`config.mk`:
```
export PLATFORM = sky130hd
export DESIGN_NAME = ifu
export DESIGN_NICKNAME = d
export VERILOG_FILES = /design/src/rtl/ifu_pkg.sv /design/src/rtl/ifu_fifo.sv /design/src/rtl/ifu.sv
export SDC_FILE = /design/constraint.sdc
export NUM_CORES = 1
export LEC_CHECK = 0
export ABC_AREA = 1
export CAP_MARGIN = 20
export CORE_ASPECT_RATIO = 0.75
export CORE_MARGIN = 2
export CORE_UTILIZATION = 50
export CTS_CLUSTER_SIZE = 14
export DETAILED_ROUTE_END_ITERATION = 10
export DONT_BUFFER_PORTS = 1
export SLEW_MARGIN = 20
export SYNTH_ARGS = -nofsm -noshare
export SYNTH_HDL_FRONTEND = slang
export SYNTH_SLANG_ARGS = --single-unit
```
`constraint.sdc`:
```
create_clock -name clk -period 4 [get_ports clk]
set_input_delay 0.4 -clock clk [delete_from_list [all_inputs] [get_ports clk]]
set_output_delay 0.4 -clock clk [all_outputs]
set_load 0.02 [all_outputs]
```
`src/rtl/ifu_pkg.sv`:
```
// Shared definitions for the instruction fetch unit: FSM encodings, width defaults and opcode ranges.
package ifu_pkg;

   localparam int IFU_INS_W   = 64;
   localparam int IFU_IADDR_W = 12;
   localparam int IFU_CNT_W   = 16;

   localparam logic [1:0] IFU_IDLE  = 2'd0;
   localparam logic [1:0] IFU_FETCH = 2'd1;
   localparam logic [1:0] IFU_DRAIN = 2'd2;
   localparam logic [1:0] IFU_WFI   = 2'd3;

   // Opcode lives in the top six bits of every instruction word.
   localparam int OPC_MSB = 63;
   localparam int OPC_LSB = 58;

   localparam logic [5:0] OPC_NOP       = 6'h00;
   localparam logic [5:0] OPC_ALU_FIRST = 6'h01;
   localparam logic [5:0] OPC_ALU_LAST  = 6'h1F;
   localparam logic [5:0] OPC_MEM_FIRST = 6'h20;
   localparam logic [5:0] OPC_MEM_LAST  = 6'h3D;
   localparam logic [5:0] OPC_WFI       = 6'h3F;

   function automatic logic isWfi(input logic [IFU_INS_W-1:0] ins);
      return ins[OPC_MSB:OPC_LSB] == OPC_WFI;
   endfunction

endpackage

```
`src/rtl/ifu_fifo.sv`:
```
// Synchronous in-order FIFO with push/pop, occupancy count and head word; storage clears on reset.
module ifu_fifo #(
   parameter int W     = 64,
   parameter int DEPTH = 2,
   localparam int AW   = $clog2(DEPTH),
   localparam int CW   = $clog2(DEPTH + 1)
) (
   input  logic          clk,
   input  logic          rst,
   input  logic          push_i,
   input  logic [W-1:0]  data_i,
   input  logic          pop_i,
   output logic [W-1:0]  head_o,
   output logic [CW-1:0] count_o,
   output logic          empty_o
);

   logic [W-1:0]  mem_q [DEPTH];
   logic [AW-1:0] wrPtr_q, rdPtr_q;
   logic [CW-1:0] cnt_q;
   logic          full;

   assign full    = cnt_q == CW'(DEPTH);
   assign empty_o = cnt_q == '0;
   assign count_o = cnt_q;
   assign head_o  = mem_q[rdPtr_q];

   // Pointers wrap naturally because DEPTH is a power of two.
   always_ff @(posedge clk) begin
      if (rst) begin
         for (int i = 0; i < DEPTH; i++) mem_q[i] <= '0;
         wrPtr_q <= '0;
         rdPtr_q <= '0;
         cnt_q   <= '0;
      end else begin
         if (push_i) begin
            mem_q[wrPtr_q] <= data_i;
            wrPtr_q        <= wrPtr_q + AW'(1);
         end
         if (pop_i) rdPtr_q <= rdPtr_q + AW'(1);
         cnt_q <= cnt_q + CW'(push_i) - CW'(pop_i);
      end
   end

   assert property (@(posedge clk) disable iff (rst) !(push_i && full));
   assert property (@(posedge clk) disable iff (rst) !(pop_i && empty_o));

endmodule

```
`src/rtl/ifu.sv`:
```
// Instruction fetch unit: SRAM reads into a small FIFO feeding decode, with WFI halt/resume.
// Optional IFU_PERF_CNT_EN adds saturating stall and WFI cycle counters.
module ifu
   import ifu_pkg::*;
#(
   parameter int IADDR_W = IFU_IADDR_W,
   parameter int INS_W   = IFU_INS_W,
   parameter int DEPTH   = 2,
   parameter int CNT_W   = IFU_CNT_W
) (
   input  logic               clk,
   input  logic               rst,
   input  logic               host_ifu_start,
   input  logic [IADDR_W-1:0] host_ifu_base_addr,
   input  logic [CNT_W-1:0]   host_ifu_ins_num,
   input  logic               host_ifu_resume,
   output logic               ifu_host_busy,
   output logic               ifu_host_done,
   output logic               ifu_iram_req,
   output logic [IADDR_W-1:0] ifu_iram_addr,
   input  logic [INS_W-1:0]   iram_ifu_rdata,
   output logic               ifu_idu_vld,
   output logic [INS_W-1:0]   ifu_idu_ins,
   input  logic               idu_ifu_rdy,
   input  logic               idu_ifu_wfi
`ifdef IFU_PERF_CNT_EN
   ,
   output logic [31:0]        ifu_perf_stall_cnt,
   output logic [31:0]        ifu_perf_wfi_cnt
`endif
);

   localparam int CW = $clog2(DEPTH + 1);

   logic [1:0]         state_q, state_d;
   logic [IADDR_W-1:0] addr_q, addr_d;
   logic [CNT_W-1:0]   issue_q, issue_d;
   logic [CNT_W-1:0]   deliver_q, deliver_d;
   logic               inflight_q;
   logic               done_q, done_d;

   logic [CW-1:0]      fifoCnt;
   logic               fifoEmpty;
   logic               pop, req, startOk;
   logic [CW:0]        occ;

   ifu_fifo #(.W(INS_W), .DEPTH(DEPTH)) uFifo (
      .clk     (clk),
      .rst     (rst),
      .push_i  (inflight_q),
      .data_i  (iram_ifu_rdata),
      .pop_i   (pop),
      .head_o  (ifu_idu_ins),
      .count_o (fifoCnt),
      .empty_o (fifoEmpty)
   );

   assign startOk     = (state_q == IFU_IDLE) & host_ifu_start;
   assign ifu_idu_vld = ~fifoEmpty & (state_q != IFU_WFI);
   assign pop         = ifu_idu_vld & idu_ifu_rdy;

   // Counting the same-cycle pop lets a full pipeline sustain one read per cycle.
   assign occ = (CW+1)'(fifoCnt) + (CW+1)'(inflight_q) - (CW+1)'(pop);
   assign req = (state_q == IFU_FETCH) & (issue_q != '0) & (occ < (CW+1)'(DEPTH));

   assign ifu_iram_req  = req;
   assign ifu_iram_addr = addr_q;
   assign ifu_host_busy = state_q != IFU_IDLE;
   assign ifu_host_done = done_q;

   always_comb begin
      state_d   = state_q;
      addr_d    = addr_q;
      issue_d   = issue_q;
      deliver_d = deliver_q;
      done_d    = 1'b0;
      if (req) begin
         addr_d  = addr_q + IADDR_W'(1);
         issue_d = issue_q - CNT_W'(1);
      end
      if (pop) deliver_d = deliver_q - CNT_W'(1);
      case (state_q)
         IFU_IDLE: begin
            if (host_ifu_start) begin
               if (host_ifu_ins_num != '0) begin
                  state_d   = IFU_FETCH;
                  addr_d    = host_ifu_base_addr;
                  issue_d   = host_ifu_ins_num;
                  deliver_d = host_ifu_ins_num;
               end else begin
                  done_d = 1'b1;
               end
            end
         end
         IFU_FETCH, IFU_DRAIN: begin
            if (pop && deliver_q == CNT_W'(1)) begin
               state_d = IFU_IDLE;
               done_d  = 1'b1;
            end else if (idu_ifu_wfi) begin
               state_d = IFU_WFI;
            end else if (issue_d == '0) begin
               state_d = IFU_DRAIN;
            end
         end
         IFU_WFI: begin
            if (host_ifu_resume) state_d = (issue_q != '0) ? IFU_FETCH : IFU_DRAIN;
         end
         default: state_d = IFU_IDLE;
      endcase
   end

   // Clearing inflight on reset discards any SRAM response still on its way.
   always_ff @(posedge clk) begin
      if (rst) begin
         state_q    <= IFU_IDLE;
         addr_q     <= '0;
         issue_q    <= '0;
         deliver_q  <= '0;
         inflight_q <= 1'b0;
         done_q     <= 1'b0;
      end else begin
         state_q    <= state_d;
         addr_q     <= addr_d;
         issue_q    <= issue_d;
         deliver_q  <= deliver_d;
         inflight_q <= req;
         done_q     <= done_d;
      end
   end

`ifdef IFU_PERF_CNT_EN
   logic [31:0] stallCnt_q, wfiCnt_q;

   always_ff @(posedge clk) begin
      if (rst || startOk) begin
         stallCnt_q <= '0;
         wfiCnt_q   <= '0;
      end else begin
         if (ifu_idu_vld && !idu_ifu_rdy && stallCnt_q != '1) stallCnt_q <= stallCnt_q + 32'd1;
         if (state_q == IFU_WFI && wfiCnt_q != '1) wfiCnt_q <= wfiCnt_q + 32'd1;
      end
   end

   assign ifu_perf_stall_cnt = stallCnt_q;
   assign ifu_perf_wfi_cnt   = wfiCnt_q;
`else
   logic unusedStart;
   assign unusedStart = startOk;
`endif

endmodule

```
==> results.md, run 1 <==
- Count leader, synth: nor2_1
- Cell count after synthesis: 900
- Clock power frac: 24.0%
- Avg WL per Cell: 16.6 µm
- RSZ-0062 raised after global routing: no
- Die area: 18300 µm²
- Largest cells by area after synthesis: edfxtp_1 45%, dfxtp_1 12%, nor2_1 8.8%
- Worst hold path type: in -> reg
- Data required time of the critical path: 4.32 ns
- Layout cells sized above 1: 14.4%
- PD cells: 684 nW/µm²
- Tcrit/Tclk final: 86.6%
- H-Tree Depth: 4
- Routed via count: 5866
- Max Cap Viol: 0
- FMAX: 0.289 GHz
- Flops & latches, synth: 181
- Tmin final: 3.46 ns
- Tightest Pin Transition: 0.907 ns
- Crit. Startpoint: state_q[0]
- Clock Skews: 0.0103 ns
- Distinct cells, synth: 38
- Port Buffer Count: 0
- Prevailing post-synth register cell: edfxtp_1
- Die Wd: 156 µm
- Num CTS Buffers: 17
- Post-place setup slack: 0.558 ns
- VDD IR max: 0.334 mV
- Synth top cells by count: 202 x nor2_1, 129 x inv_1, 128 x edfxtp_1
- Root Buffer: clkbuf_16
- # DRC: 0
- Clock Latency Late Sink: 0.42 ns
- Clock sink total: 181
- Initial core utilization: 51.2%
- Syn Nets: 1007
- Dominant cell type by area after synthesis: edfxtp_1
- Hold wc startpoint: rst
- Number of synthesized flops with an enable pin: 128
- Grt ovf: 0
- Final cell count without fillers: 1119
- Setup CP Type: reg -> reg
- Switching pwr: 2.51 mW
- Total wire length: 18.6 mm
- CP Capture Type: flop
- Power Internal: 3.87 mW
- Final core occ: 55.5%
- Initial antenna violation count: 0
- Syn_area_per_cell: 9.56 µm²
- Switching part of the total power: 39.4%
- Share of synthesized registers carrying an async set or reset: 0%
- Vias in the first global route: 5611
- Largest net degree at the start of global routing: 66
- Top-area cell type share of the netlist area: 44.7%
- Critical path peak fanout: 23
- Critical path launch point type: flop
- CTS tree: done
- Placed Cells: 1087
- Initial DRC Count: 334
- Sequential cell area fraction in the yosys report: 57.0%
- Row cnt: 41
- Antenna Cells: 0
- Detailed Routing Iterations Pass 1: 5
- Vias/cell: 5.24
- Sequential Power Share: 41.3%
- Synthesized cell area: 8610 µm²
- P&R area growth vs syn: 8.46%
- Core area: 16800 µm²
- Logic pwr share: 34.7%
- Worst hold slack: 0.0368 ns
- Gr usage total: 20.5%
- Maximum clock insertion buffer count: 2
- Clock Pin Slew Worst Setup and Hold Paths: 0.07 ns
- Yosys warning count: 0
- DP HPWL: 12.6 mm
- Setup Fix Bufs, Post-CTS: 0
- CP arrival: 3.78 ns
- Final Slew Violations: 0
- Setup ws final: 0.537 ns
- Status: completed
- Cts hold-fix bufs: 0
- LEAKAGE: 4.14 nW
- Wire length of the first global-routing pass: 29.1 mm
- Worst r2r src: state_q[0]
- Headroom to the max-slew limit: 39.5%
- Endpoints failing setup: 0
- Layout Nets: 998
- I/O pins: 178
- RePlAce Congestion: 0.846
- Post-Route Setup TNS: 0 ns
- Routed Antenna Nets: 0
- # resized after CTS: 0
- Final Hold Vio Count: 0
- Die Y-Extent: 118 µm
[sequential cells by signal, summed over array words and instances (netlist names), 2 cells and up, named ones only]
signal and count:
uFifo.count_o 2, ifu_iram_addr 12, state_q 2, uFifo.mem_q 128, deliver_q 16, issue_q 16
[worst paths after layout]
check	to	slack, ns	cells after the start
min	flop	0.04	1
min reg2reg	uFifo.rdPtr_q	0.50	2
max reg2reg	state_q[0]	0.54	24
max	state_q[0]	0.54	24
[layout by cell type (no fill, tap or decap), types with 17 or more instances in the layout]
cell type | Yosys | routed
clkbuf_16 | 0 | 17
dfxtp_1 | 53 | 52
edfxtp_1 | 128 | 128
inv_1 | 129 | 129
mux2_2 | 64 | 64
nand2_1 | 115 | 112
nand3_1 | 19 | 18
nor2_1 | 202 | 202
o21ai_0 | 41 | 41
xor2_1 | 17 | 17
[per-stage QoR]
| step | power (mW) | instance area (µm²) |
|---|---|---|
| after global routing | 6.80 | 9340 |
| final | 6.39 | 9340 |
| after global placement | 4.84 | 8800 |
| after floorplan | 4.46 | 8610 |
| after detailed placement | 4.88 | 8800 |
| after CTS | 6.42 | 9340 |
[kinds of logic (layout without fill, tap and decap cells)]
logic type | Yosys count | count (layout) | share of synthesized area [%]
AOI/OAI and AO/OA | 76 | 76 | 4.81
xor gates and xnor gates | 24 | 24 | 2.44
adders and majority gates | 9 | 9 | 1.40
buffers and inverters | 166 | 170 | 7.44
DFF | 181 | 181 | 57.0
muxes | 64 | 64 | 8.37
and+or+nand+nor | 380 | 380 | 18.6
[power groups by stage]
stage                     Clock, mW  Combinational (mW)  Sequential, mW
after detailed placement          0                2.21            2.67
final                          1.54                2.22            2.64
after global placement            0                2.18            2.66
after CTS                      1.56                2.23            2.64
after floorplan                   0                1.88            2.58
after global routing           1.63                2.49            2.68
[worst max-delay path: stages (launching register included)]
cell and delay, ns:
dfxtp_1 0.36, ha_1 0.27, inv_1 0.11, nand3_4 0.17
inv_1 0.07, nand2_1 0.10, nand2_1 0.06, ha_1 0.19
fa_1 0.43, inv_1 0.08, nand3_1 0.09, nor2_2 0.22
nand2_4 0.23, inv_4 0.24, nand2_1 0.11, nand2_1 0.07
nor2_1 0.04, nand2_1 0.07, nor2_1 0.04, nand2_1 0.10
nand2_1 0.07, nand2_2 0.09, nand2_1 0.06, nand2_1 0.05
nor2_1 0.04
[area by class of cell]
| class | count | area [µm²] |
|---|---|---|
| well taps | 215 | 269 |
| inverters | 131 | 494 |
| clock buffers | 20 | 437 |
| flip-flops and latches | 181 | 4910 |
| multi-input cells | 553 | 3080 |
| fillers | 1489 | 7490 |
| repair buffers | 7 | 52.6 |
| clock inverters | 12 | 97.6 |
[metal layers]
| layer | up-vias | routed length (µm) | global-route usage (%) |
|---|---|---|---|
| met2 | 192 | 8120 | 30.6 |
| li1 | 2891 | - | - |
| met5 | - | 0 | 0 |
| met4 | 0 | 243 | 5.91 |
| met3 | 19 | 1480 | 6.52 |
| met1 | 2764 | 8730 | 28.8 |
(Power assumes the default switching activity.)
==> run 2: changes to the inputs <==
Settings changed: GPL_TIMING_DRIVEN set to 0, PLACE_DENSITY_LB_ADDON set to 0.1.
==> run 2 against run 1 <==
- maximum frequency is 1.5% lower
- combinational power rose by 6%
- power increased by 4.0%
- clock-buffer cell count is 3 lower
- core utilization increased by 1.1 points
- worst setup slack got worse by 0.054 ns
==> results.md, run 2 (synthesis gave the netlist of run 1 again) <==
- Worst hold path type: in -> reg
- Largest net degree at the start of global routing: 37 (-44%)
- Gr usage total: 21.8% (+1.3 points)
- Final Hold Vio Count: 0 (unchanged)
- Clock Pin Slew Worst Setup and Hold Paths: 0.07 ns (about the same)
- Critical path launch point type: flop
- Data required time of the critical path: 4.33 ns (about the same)
- P&R area growth vs syn: 10.7%
- Cell Area, Placed: 8930 µm² (+1.5%)
- Setup Fix Bufs, Post-CTS: 0 (unchanged)
- Max reg flops: 128 (unchanged)
- RSZ-0062 raised after global routing: no
- Grt ovf: 0 (unchanged)
- Post-Route Setup TNS: 0 ns (unchanged)
- DP HPWL: 14.4 mm (+15%)
- # resized after CTS: 0 (unchanged)
- Clock Skews: 0.0132 ns (+0.00285 ns)
- Met3 track demand over resource: 7.55% (+1.0 points)
- Status: completed
- Post-route cell area: 9530 µm² (+2.0%)
- Routed Antenna Nets: 0 (unchanged)
- Commonest non-fill, non-tap cell in the layout: nor2_1
- Port Buffer Count: 0 (unchanged)
- Biggest regs: uFifo.mem_q (128), deliver_q (16), issue_q (16)
- Max Cap Viol: 0 (unchanged)
- Met1 usage: 31.5% (+2.8 points)
- Most frequent cells in the layout: 202 x nor2_1, 129 x inv_1, 128 x edfxtp_1
- Critical path peak fanout: 10 (-57%)
- Layout cells sized above 1: 13.8% (-0.57 points)
- I/O pins: 178 (unchanged)
- Vias in the first global route: 5751 (+2.5%)
- Final Slew Violations: 0 (unchanged)
- Root Buffer: clkbuf_16
- LEAKAGE: 4.21 nW (+1.7%)
- Die area: 18300 µm² (unchanged)
- Detailed Routing Iterations Pass 1: 4 (-1)
- PD cells: 697 nW/µm² (+1.9%)
- Clock sink total: 181 (unchanged)
- CP arrival: 3.85 ns (+0.07 ns)
- Maximum clock insertion buffer count: 2 (unchanged)
- RePlAce Congestion: 0.900 (+6.4%)
- Initial DRC Count: 347 (+3.9%)
- Final cell count without fillers: 1149 (+2.7%)
- CP Capture Type: flop
- Routed via count: 6007 (+2.4%)
- Initial core utilization: 51.2% (unchanged)
- Tightest Pin Transition: 0.921 ns (+0.0136 ns)
- Cts hold-fix bufs: 0 (unchanged)
- Antenna Cells: 0 (unchanged)
- Headroom to the max-slew limit: 38.0% (-1.5 points)
- Tcrit/Tclk final: 87.9% (+1.4 points)
- GRT busiest layer: met1
- Clock Latency Late Sink: 0.43 ns (about the same)
- Grt met2 use: 31.4% (+0.80 points)
- Total wire length: 19.8 mm (+6.5%)
- Initial antenna violation count: 1 (+1)
- FMAX: 0.284 GHz (-1.5%)
- Core area: 16800 µm² (unchanged)
- CTS tree: done
- VDD IR max: 0.315 mV (-5.9%)
- Die Y-Extent: 118 µm (unchanged)
- # DRC: 0 (unchanged)
- Largest Register: uFifo.mem_q
- Row cnt: 41 (unchanged)
- Num CTS Buffers: 17 (unchanged)
- H-Tree Depth: 4 (unchanged)
- Fillers: 1519 (+2.0%)
- Final core occ: 56.6% (+1.1 points)
- Endpoints failing setup: 0 (unchanged)
- Avg WL per Cell: 17.2 µm (+3.7%)
- Vias/cell: 5.23 (-0.27%)
- Die Wd: 156 µm (unchanged)
- Wire length of the first global-routing pass: 30.4 mm (+4.6%)
- Tmin final: 3.52 ns (+0.0542 ns)
- Placed Cells: 1117 (+2.8%)
- Setup CP Type: reg -> reg
- Layout Nets: 1028 (+3.0%)
- Power Total: 6.64 mW (+4.0%)
[run 2: cell types whose count changed in the layout (fill, tap and decap cells not counted), sizes merged]
cell,previous run,this run
buf,7,14
clkinv,5,3
bufinv,0,2
clkbuf,20,40
inv,136,139
[run 2: path summary, 6_finish.rpt]
kind,end,start,slack [ns],depth (start not counted)
worst max-delay path,ifu_iram_addr[11],state_q[0],0.48,20
worst min-delay path,ifu_iram_addr[10],host_ifu_base_addr[10],0.11,2
worst max register to register,ifu_iram_addr[11],state_q[0],0.48,20
worst min register to register,uFifo.wrPtr_q,uFifo.wrPtr_q,0.49,2
[run 2: layout make-up]
type                            count  area, µm²  area share [%]
Sequential cell                   181       4900            51.5
Multi-Input combinational cell    553       3080            32.3
Inverter                          131        494            5.19
Clock buffer                       17        425            4.47
Tap cell                          215        269            2.82
Clock inverter                     15        168            1.76
Buffer                             35        146            1.54
Timing Repair Buffer                2       40.0           0.420
[run 2: power breakdown]
group          leakage (nW)  internal [mW]  switching, mW
Combinational          2.16          0.775           1.58
Sequential             1.76           2.33          0.263
Clock                 0.287          0.939          0.754
[run 2: per-stage QoR]
step | hold WS (ns) | setup slack [ns]
after CTS | 0.0996 | 0.457
after global placement | 0.473 | -0.992
after detailed placement | 0.471 | 0.483
after floorplan | 0.461 | 0.734
after global routing | 0.109 | 0.178
final | 0.114 | 0.482
[run 2: critical path, stage by stage, from the launching register on]
cell,delay (ns)
dfxtp_1,0.37
ha_1,0.27
inv_1,0.12
nand3_4,0.19
inv_1,0.06
nand2_1,0.10
nand2_1,0.07
ha_1,0.19
fa_1,0.43
inv_1,0.08
nand3_1,0.09
nor2_2,0.24
nand2_4,0.11
buf_4,0.19
nor2_1,0.18
nand3_1,0.17
inv_1,0.12
nand4_1,0.11
xnor2_1,0.16
o21bai_1,0.14
inv_1,0.05
[run 2: routing by layer]
layer	vias up	wire length [µm]
met4	0	286
met5	-	0
li1	2957	-
met3	20	1620
met1	2842	9450
met2	188	8420
==> run 3: changes to the inputs <==
Settings changed: CORE_MARGIN 2 to not set, PLACE_DENSITY set to 0.62, PLACE_DENSITY_LB_ADDON 0.1 to not set.
==> run 3 against run 2 <==
- register-to-register slack worse by 0.06 ns
- wire length shrank 5.8%
- clock skew increased by 0.0024 ns
- critical path type unchanged
- highest routed layer unchanged
- global-route usage shrank 0.39 points
- largest cell class unchanged
- non-clock buffer count is the same
- flip-flop and latch count unchanged
- clock-buffer cell count stayed put
- combinational power is essentially flat
- maximum frequency shrank 1.8%
- final area hardly changed
- critical path depth increased by 3
- core utilization barely moved
==> results.md, run 3 (synthesis gave the netlist of run 1 again) <==
- Maximum clock insertion buffer count: 2 (unchanged)
- RePlAce Congestion: 0.848 (-5.8%)
- Total wire length: 18.6 mm (-5.8%)
- Wire length of the first global-routing pass: 28.7 mm (-5.9%)
- CP most frequent cell: nand2_1
- Die Wd: 154 µm (-1.3%)
- Tcrit/Tclk final: 89.5% (+1.6 points)
- Port Buffer Count: 0 (unchanged)
- Most frequent cells in the layout: 202 x nor2_1, 129 x inv_1, 128 x edfxtp_1
- Final cell count without fillers: 1149 (unchanged)
- Grt ovf: 0 (unchanged)
- Critical path peak fanout: 10 (unchanged)
- Grt met2 use: 31.3% (about the same)
- Headroom to the max-slew limit: 55.2% (+17 points)
- PD cells: 693 nW/µm² (-0.63%)
- Final Slew Violations: 0 (unchanged)
- Post-Route Setup TNS: 0 ns (unchanged)
- Initial core utilization: 51.2% (unchanged)
- Final Hold Vio Count: 0 (unchanged)
- Clock sink total: 181 (unchanged)
- Initial antenna violation count: 0 (-1)
- CTS tree: done
- Worst hold path type: in -> reg
- Vias/cell: 5.10 (-2.5%)
- Met3 track demand over resource: 7.29% (-0.26 points)
- Crit. Startpoint: state_q[0]
- Commonest non-fill, non-tap cell in the layout: nor2_1
- DP HPWL: 13.5 mm (-6.3%)
- Vias in the first global route: 5470 (-4.9%)
- Clock Skews: 0.0155 ns (+0.00236 ns)
- Met1 usage: 30.0% (-1.5 points)
- CP arrival: 3.91 ns (+0.06 ns)
- CP endpoint: state_q[1]
- Cts hold-fix bufs: 0 (unchanged)
- Detailed Routing Iterations Pass 1: 5 (+1)
- I/O pins: 178 (unchanged)
- Worst path cell trace: ha_1, inv_1, nand3_4, inv_1, nand2_1, nand2_1, ha_1, fa_1, inv_1, nand3_1, nor2_2, nand2_4, buf_2, nand2_1, o21ai_2, nor2_1, nand2_1, nor2_1, nand2_1, nand2_1, nand2_2, nor2_1, nor2_1
- Setup Fix Bufs, Post-CTS: 0 (unchanged)
- Critical path's top delay family: simple AND/OR/NAND/NOR gates
- Max Cap Viol: 0 (unchanged)
- Initial DRC Count: 439 (+27%)
- FMAX: 0.279 GHz (-1.8%)
- Max reg flops: 128 (unchanged)
- Die area: 17800 µm² (-3.0%)
- Layout Nets: 1028 (unchanged)
- Layout cells sized above 1: 13.8% (unchanged)
- RSZ-0062 raised after global routing: no
- Largest stage delay on the critical path: 0.43 ns (about the same)
- Routed Antenna Nets: 0 (unchanged)
- CP Capture Type: flop
- # DRC: 0 (unchanged)
- Largest net degree at the start of global routing: 46 (+24%)
- Root Buffer: clkbuf_16
- LEAKAGE: 4.21 nW (about the same)
- Tightest Pin Transition: 0.672 ns (-0.249 ns)
- Status: completed
- Clock Latency Late Sink: 0.43 ns (about the same)
- Core area: 16800 µm² (unchanged)
- Row cnt: 41 (unchanged)
- Worst r2r src: state_q[0]
- Largest Register: uFifo.mem_q
- Critical path depth: 23 (+15%)
- Placed Cells: 1117 (unchanged)
- Gr usage total: 21.4% (-0.39 points)
- Num CTS Buffers: 17 (unchanged)
- Die Y-Extent: 116 µm (-1.7%)
- Hold wc startpoint: host_ifu_base_addr[10]
- Antenna Cells: 0 (unchanged)
- Setup CP Type: reg -> reg
- Endpoints failing setup: 0 (unchanged)
- Routed via count: 5857 (-2.5%)
- Reg2reg setup slack: 0.42 ns (-0.06 ns)
- Avg WL per Cell: 16.2 µm (-5.8%)
- # resized after CTS: 0 (unchanged)
- Biggest regs: uFifo.mem_q (128), deliver_q (16), issue_q (16)
- Critical path's slowest cell: fa_1
- Buf+Inv Stages, Crit Path: 4 (-2)
- GRT busiest layer: met2
- Clock Pin Slew Worst Setup and Hold Paths: 0.07 ns (about the same)
- P&R area growth vs syn: 10.7% (about the same)
- Data required time of the critical path: 4.33 ns (about the same)
- FF-to-FF End: state_q[1]
- Worst R2R Path Depth: 23 (+15%)
- Critical path launch point type: flop
- Tmin final: 3.58 ns (+0.0629 ns)
- H-Tree Depth: 4 (unchanged)
- VDD IR max: 0.469 mV (+49%)
## run 3: cell types whose count changed in the layout (fill, tap and decap cells not counted)
cell,before,now
clkinv_8,0,1
buf_12,2,0
buf_16,0,2
bufinv_16,2,1
inv_8,2,3
inv_6,6,5
## run 3: how the worst min path moves through the flow
stage / endpoint / slack [ns] / depth (start not counted)
detailed placement: uFifo.wrPtr_q / 0.48 / 2
floorplan: uFifo.wrPtr_q / 0.46 / 2
finish: ifu_iram_addr[10] / 0.12 / 2
CTS: ifu_iram_addr[10] / 0.11 / 2
global placement: uFifo.wrPtr_q / 0.48 / 2
global route: ifu_iram_addr[3] / 0.12 / 2
## run 3: metal layers
metal	vias up	part of all wire, %
met1	2727	49
met5	-	0
li1	2954	-
met3	14	7.3
met4	0	0.96
met2	162	42
## run 3: final cells by class
| type | count | area [µm²] |
|---|---|---|
| clock inverters | 15 | 156 |
| plain buffers | 35 | 146 |
| multi-input cells | 553 | 3080 |
| clock buffers | 17 | 425 |
| inverters | 131 | 494 |
| well taps | 215 | 269 |
| fillers | 1518 | 7300 |
| repair buffers | 2 | 55.1 |
| flip-flops and latches | 181 | 4900 |
## run 3: per-stage QoR
stage / power, mW / hold slack (ns) / setup slack (ns) / instance area (µm²) / utilization [%]
2_1_floorplan: 4.46 / 0.461 / 0.734 / 8610 / -
3_3_place_gp: 4.95 / 0.476 / -1.16 / 8880 / 52.8
3_5_place_dp: 4.98 / 0.481 / 0.444 / 8950 / 53.2
4_1_cts: 6.64 / 0.105 / 0.422 / 9530 / 56.6
5_1_grt: 7.03 / 0.117 / 0.105 / 9530 / 56.6
6_report: 6.60 / 0.120 / 0.420 / 9530 / 56.6
## run 3: where the power goes
group | switching (mW) | internal [mW] | total, mW
combinational | 1.57 | 0.778 | 2.35
clock | 0.777 | 0.883 | 1.66
sequential | 0.261 | 2.33 | 2.59
total | 2.61 | 3.99 | 6.60
